--- src/rtl/bram_rd_pkg.sv ---
// Shared definitions for the BRAM row read controller.
// Holds the default BRAM geometry, the row organisation (16 words per row),
// the address slicing constants for row tag / word index, and the
// controller state encoding.
package bram_rd_pkg;

    localparam int ADDR_W_DEF    = 13;
    localparam int DATA_W_DEF    = 32;
    localparam int WORDS_PER_ROW = 16;

    // word index = addr[IDX_W-1:0], row tag = addr[ADDR_W-1:TAG_LSB]
    localparam int IDX_W   = 4;
    localparam int TAG_LSB = IDX_W;

    typedef enum logic [1:0] {
        ST_IDLE,
        ST_FILL,
        ST_RESP,
        ST_RELEASE
    } state_t;

endpackage

--- src/rtl/bram_rd_delay_line.sv ---
// Read-return alignment pipe.
// RD_LATENCY-deep shift register carrying a valid bit plus the word slot of
// each issued BRAM read, so that ret_valid/ret_slot line up with the cycle in
// which the BRAM presents the corresponding data.
// Ports:
//   i_clk, i_rst           clock, synchronous active-high reset (clears pipe)
//   issue_valid/slot       read enable and slot as presented to the BRAM
//   ret_valid/slot         same, delayed RD_LATENCY cycles
module bram_rd_delay_line
    import bram_rd_pkg::*;
#(
    parameter int RD_LATENCY = 2
) (
    input  logic             i_clk,
    input  logic             i_rst,
    input  logic             issue_valid,
    input  logic [IDX_W-1:0] issue_slot,
    output logic             ret_valid,
    output logic [IDX_W-1:0] ret_slot
);

    logic [RD_LATENCY-1:0] vld_sr;
    logic [IDX_W-1:0]      slot_sr [RD_LATENCY];

    always_ff @(posedge i_clk) begin
        if (i_rst) begin
            vld_sr <= '0;
            for (int unsigned i = 0; i < RD_LATENCY; i++) begin
                slot_sr[i] <= '0;
            end
        end else begin
            vld_sr[0]  <= issue_valid;
            slot_sr[0] <= issue_slot;
            for (int unsigned i = 1; i < RD_LATENCY; i++) begin
                vld_sr[i]  <= vld_sr[i-1];
                slot_sr[i] <= slot_sr[i-1];
            end
        end
    end

    assign ret_valid = vld_sr[RD_LATENCY-1];
    assign ret_slot  = slot_sr[RD_LATENCY-1];

endmodule

--- src/rtl/bram_row_rd_ctrl.sv ---
// BRAM row read controller.
// Serves a level-held word read request from a raw BRAM read port.
// With macro ROW_CACHE_EN defined, a miss fetches the whole 16-word row into
// a local buffer and later reads of the same row are answered without BRAM
// access; i_flush invalidates the buffer. Without ROW_CACHE_EN, every request
// issues exactly one BRAM read and i_flush is ignored.
// Ports:
//   i_clk, i_rst          clock, synchronous active-high reset
//   i_rd_trig, i_rd_addr  request (held until o_rd_done), word address
//   o_rd_data, o_rd_done  response data, one-cycle completion pulse
//   i_flush               row buffer invalidate
//   o_bram_en/addr        BRAM read enable / address
//   i_bram_dout           BRAM data, RD_LATENCY cycles after o_bram_en
module bram_row_rd_ctrl
    import bram_rd_pkg::*;
#(
    parameter int ADDR_W     = ADDR_W_DEF,
    parameter int DATA_W     = DATA_W_DEF,
    parameter int RD_LATENCY = 2
) (
    input  logic              i_clk,
    input  logic              i_rst,
    input  logic              i_rd_trig,
    input  logic [ADDR_W-1:0] i_rd_addr,
    output logic [DATA_W-1:0] o_rd_data,
    output logic              o_rd_done,
    input  logic              i_flush,
    output logic              o_bram_en,
    output logic [ADDR_W-1:0] o_bram_addr,
    input  logic [DATA_W-1:0] i_bram_dout
);

    state_t state, state_nxt;

    logic             accept;
    logic             hit;
    logic             fill_last;
    logic             issue_last;
    logic             dl_valid;
    logic [IDX_W-1:0] dl_slot;

    bram_rd_delay_line #(
        .RD_LATENCY(RD_LATENCY)
    ) u_delay_line (
        .i_clk      (i_clk),
        .i_rst      (i_rst),
        .issue_valid(o_bram_en),
        .issue_slot (o_bram_addr[IDX_W-1:0]),
        .ret_valid  (dl_valid),
        .ret_slot   (dl_slot)
    );

    assign accept    = (state == ST_IDLE) && i_rd_trig;
    assign o_rd_done = (state == ST_RESP);

`ifdef ROW_CACHE_EN
    logic [DATA_W-1:0]         row_buf [WORDS_PER_ROW];
    logic [ADDR_W-1:TAG_LSB]   buf_tag;
    logic                      buf_valid;
    logic                      fill_flushed;
    logic [IDX_W-1:0]          req_idx;

    // A flush in the accept cycle must not be answered from stale data.
    assign hit        = buf_valid && !i_flush &&
                        (buf_tag == i_rd_addr[ADDR_W-1:TAG_LSB]);
    assign fill_last  = dl_valid && (dl_slot == IDX_W'(WORDS_PER_ROW - 1));
    assign issue_last = (o_bram_addr[IDX_W-1:0] == IDX_W'(WORDS_PER_ROW - 1));
`else
    logic unused_flush_slot;

    assign hit               = 1'b0;
    assign fill_last         = dl_valid;
    assign issue_last        = 1'b1;
    assign unused_flush_slot = ^{i_flush, dl_slot};
`endif

    always_ff @(posedge i_clk) begin
        if (i_rst) begin
            state <= ST_IDLE;
        end else begin
            state <= state_nxt;
        end
    end

    always_comb begin
        state_nxt = state;
        case (state)
            ST_IDLE:    if (accept)     state_nxt = hit ? ST_RESP : ST_FILL;
            ST_FILL:    if (fill_last)  state_nxt = ST_RESP;
            ST_RESP:                    state_nxt = ST_RELEASE;
            ST_RELEASE: if (!i_rd_trig) state_nxt = ST_IDLE;
            default:                    state_nxt = ST_IDLE;
        endcase
    end

    // BRAM issue side: the enable is registered, so the first read appears in
    // the cycle after accept and the delay line sees exactly what the BRAM sees.
    always_ff @(posedge i_clk) begin
        if (i_rst) begin
            o_bram_en   <= 1'b0;
            o_bram_addr <= '0;
        end else if (accept && !hit) begin
            o_bram_en <= 1'b1;
`ifdef ROW_CACHE_EN
            o_bram_addr <= {i_rd_addr[ADDR_W-1:TAG_LSB], {IDX_W{1'b0}}};
`else
            o_bram_addr <= i_rd_addr;
`endif
        end else if (o_bram_en) begin
            if (issue_last) begin
                o_bram_en <= 1'b0;
            end else begin
                // stays inside the row: index < 15 here, so no carry into tag
                o_bram_addr <= o_bram_addr + ADDR_W'(1);
            end
        end
    end

`ifdef ROW_CACHE_EN
    // Buffer storage carries no reset; buf_valid alone qualifies it.
    always_ff @(posedge i_clk) begin
        if ((state == ST_FILL) && dl_valid) begin
            row_buf[dl_slot] <= i_bram_dout;
        end
    end

    always_ff @(posedge i_clk) begin
        if (i_rst) begin
            o_rd_data    <= '0;
            buf_tag      <= '0;
            buf_valid    <= 1'b0;
            fill_flushed <= 1'b0;
            req_idx      <= '0;
        end else begin
            if (accept) begin
                req_idx <= i_rd_addr[IDX_W-1:0];
                if (hit) begin
                    o_rd_data <= row_buf[i_rd_addr[IDX_W-1:0]];
                end else begin
                    buf_tag      <= i_rd_addr[ADDR_W-1:TAG_LSB];
                    fill_flushed <= 1'b0;
                end
            end else if ((state == ST_FILL) && i_flush) begin
                fill_flushed <= 1'b1;
            end

            if ((state == ST_FILL) && dl_valid && (dl_slot == req_idx)) begin
                o_rd_data <= i_bram_dout;
            end

            // A flush seen anywhere during the fill keeps the buffer invalid
            // even though the requester still gets the freshly read word.
            if (i_flush || (accept && !hit)) begin
                buf_valid <= 1'b0;
            end else if ((state == ST_FILL) && fill_last) begin
                buf_valid <= !fill_flushed;
            end
        end
    end
`else
    always_ff @(posedge i_clk) begin
        if (i_rst) begin
            o_rd_data <= '0;
        end else if ((state == ST_FILL) && dl_valid) begin
            o_rd_data <= i_bram_dout;
        end
    end
`endif

endmodule
--- config.mk ---
export PLATFORM = sky130hd
export DESIGN_NAME = bram_row_rd_ctrl
export DESIGN_NICKNAME = d
export VERILOG_FILES = /design/src/rtl/bram_rd_pkg.sv /design/src/rtl/bram_rd_delay_line.sv /design/src/rtl/bram_row_rd_ctrl.sv
export SDC_FILE = /design/constraint.sdc
export NUM_CORES = 1
export LEC_CHECK = 0
export ABC_CLOCK_PERIOD_IN_PS = 1400
export CORE_AREA = 2 2 89 91
export CTS_BUF_LIST = sky130_fd_sc_hd__clkbuf_2
export DETAILED_ROUTE_END_ITERATION = 10
export DIE_AREA = 0 0 91 93
export SYNTH_ARGS = -nofsm -noshare
export SYNTH_HDL_FRONTEND = slang
export SYNTH_SLANG_ARGS = --single-unit
--- constraint.sdc ---
create_clock -name i_clk -period 1.4 [get_ports i_clk]
set_input_delay 0.28 -clock i_clk [delete_from_list [all_inputs] [get_ports i_clk]]
set_output_delay 0.28 -clock i_clk [all_outputs]
set_load 0.02 [all_outputs]
==> flow_metrics.py <==
metrics = {
    "cells_and_area": {
        "nets": 373,
        "final_cell_mix": "92 x nand2_1, 46 x clkdlybuf4s50_1, 46 x dfxtp_2, 45 x a21oi_1, 33 x buf_2",
        "drive_gt1_frac": 0.381,
        "antenna_cells": 0,
        "n_fill_cell": 817,
        "post-route-util": 0.395,
        "multi_input_area_um2": 762,
        "synthToLayoutAreaGrowth_pct": 63.1,
        "stdcell_area_um2": 2970,
        "layout.area.seq_um2": 1060,
        "mostFrequentLayoutCell": "nand2_1",
        "finalNonFillerCells": 422,
    },
    "sta": {
        "setup_viol": 1,
        "period_needed_ns": 1.40,
        "hold_viol": 0,
        "timing.fmax_mhz": 712,
        "hold_ws_ns": 0.231,
        "fin_tns_setup_ns": -0.00437,
        "slew_violations": 0,
        "worst_slack_ns": -0.00437,
        "period_share": 1.00,
        "finalClockSkew_ns": 0.0206,
        "rsz0062_at_grt": "true",
        "tightest_slew_ns": 0.345,
        "max-slew-margin-rel": 0.770,
    },
    "detailed_routing": {
        "antenna_left": 0,
        "routed_wl_um": 4810,
        "drt_iter0_drc": 41,
        "routed_via_density": 4.13,
        "avgRoutedWirePerCell_um": 11.4,
        "post-route-drc-count": 0,
        "first_pass_iters": 4,
        "vias": 1741,
    },
    "clocking": {
        "cts_buffers": 5,
        "cts.sinks": 50,
        "clock-root-buffer": "clkbuf_2",
        "cts_tree": "yes",
        "cts.reportedPaths.clkPinSlew_ns": 0.25,
        "clkLatencyLatePin_ns": 0.41,
        "ctsHoldBuffers": 0,
        "clk_path_buf_depth": 2,
        "htreeDepth": 2,
    },
    "synthesis": {
        "yosysUniqueCellTypes": 17,
        "ys_seq_area_frac": 0.549,
        "yosysWarnings": 0,
        "postSynthCellCount": 222,
        "syn-num-nets": 276,
        "ys_ff_latch": 50,
        "syn_area_per_cell_um2": 8.21,
        "syn_area_um2": 1820,
    },
    "floorplanning": {
        "die_x_um": 91,
        "start_util": 0.242,
        "dieArea_um2": 8460,
        "rows": 32,
        "core_area_um2": 7530,
        "pin_count": 96,
        "die_y_um": 93,
    },
    "global_route": {
        "overflow": 0,
        "gr-usage-all-layers": 0.112,
        "grt_max_degree": 33,
        "antenna_found_initial": 0,
        "grt_pass1_wl_um": 7730,
        "grt_pass1_vias": 1740,
    },
    "power": {
        "ir_worst_vdd_v": 0.000635,
        "p_leak_nw": 1.16,
        "power.density_nw_per_um2": 1140,
        "p_total_mw": 3.39,
    },
    "worst_setup_path": {
        "r2r_slack_ns": 0.07,
        "worstPathRequired_ns": 1.12,
        "cp.arrival_ns": 1.12,
        "path_max_fanout": 2,
        "critPathLaunchType": "register",
        "crit_type": "register to output port",
        "end_kind": "output port",
    },
    "place": {
        "dp.cells": 411,
        "io_buffers": 94,
        "dp_hpwl_um": 3150,
        "placed_cell_area_um2": 2930,
        "dp_slack_ns": -0.177,
        "gp_congestion": 0.702,
    },
    "outcome": {
        "status": "complete, but fails checks",
        "violations": "negative setup slack",
    },
    "hold_path": {
        "hold_class": "primary input to register",
    },
    "run": {
        "drv_cap": 0,
    },
}
==> path summary, 6_finish.rpt <==
path,start,endpoint,depth (start not counted)
hold / removal,i_rst,o_bram_addr[4],2
setup reg to reg,state[0],state[0],6
hold reg to reg,u_delay_line.vld_sr[0],u_delay_line.vld_sr[1],1
setup / recovery,state[0],o_rd_done,3
==> power by group <==
group          switching, mW  total, mW  internal [mW]  leakage [nW]
sequential            0.0755       1.66           1.58         0.428
clock                  0.440      0.563          0.123        0.0304
combinational          0.589       1.16          0.575         0.699
total                   1.10       3.39           2.28          1.16
==> cells in the mapped netlist (all sizes together) <==
cell	number	area share
inv	3	0.0062
a41o	1	0.0055
dfxtp	50	0.55
buf	12	0.045
a211oi	1	0.0041
nand2b	1	0.0034
nand2	92	0.19
ha	5	0.034
nor2b	2	0.0069
nor2	2	0.0041
a21oi	46	0.13
mux2i	1	0.0076
clkbuf	3	0.0062
and2	2	0.0069
a311oi	1	0.0048
==> area by class of cell <==
cell class / instances / area share
flip-flops and latches: 50 / 0.357
repair buffers: 105 / 0.326
multi-input cells: 154 / 0.256
well taps: 102 / 0.0429
clock buffers: 6 / 0.0101
inverters: 3 / 0.00379
clock inverters: 2 / 0.00295
==> cells by family after synthesis <==
| family | count (synthesis) | share of synthesized area |
|---|---|---|
| AND/OR/NAND/NOR | 99 | 0.211 |
| adder cells (fa/ha/maj) | 5 | 0.0343 |
| flip-flops | 50 | 0.549 |
| buffers and inverters | 18 | 0.0570 |
| AO/OA/AOI/OAI | 49 | 0.141 |
| multiplexers | 1 | 0.00755 |
==> sequential cells by signal (all words and copies together), names as in the netlist <==
signal and count:
u_delay_line.vld_sr 2, o_bram_addr 13, o_rd_data 32, o_bram_en 1, state 2
==> worst max-delay path, stage by stage, from the launching register on <==
cell and delay [ns]:
dfxtp_2 0.39, inv_2 0.05, ha_4 0.15, buf_6 0.12
==> routing by layer <==
metal	track usage	vias to the layer above	wire, µm
met5	0	-	0
met3	0.0443	5	379
met4	0.0303	0	47
met2	0.200	61	2240
met1	0.125	772	2150
li1	-	903	-
==> timing repair <==
action	CTS	global route
pin swaps	3	1
gates cloned	0	1
setup buffers	1	1
gates resized for setup	163	73
setup endpoints to repair	49	81
Note: power is estimated with default switching activity, not from simulation.
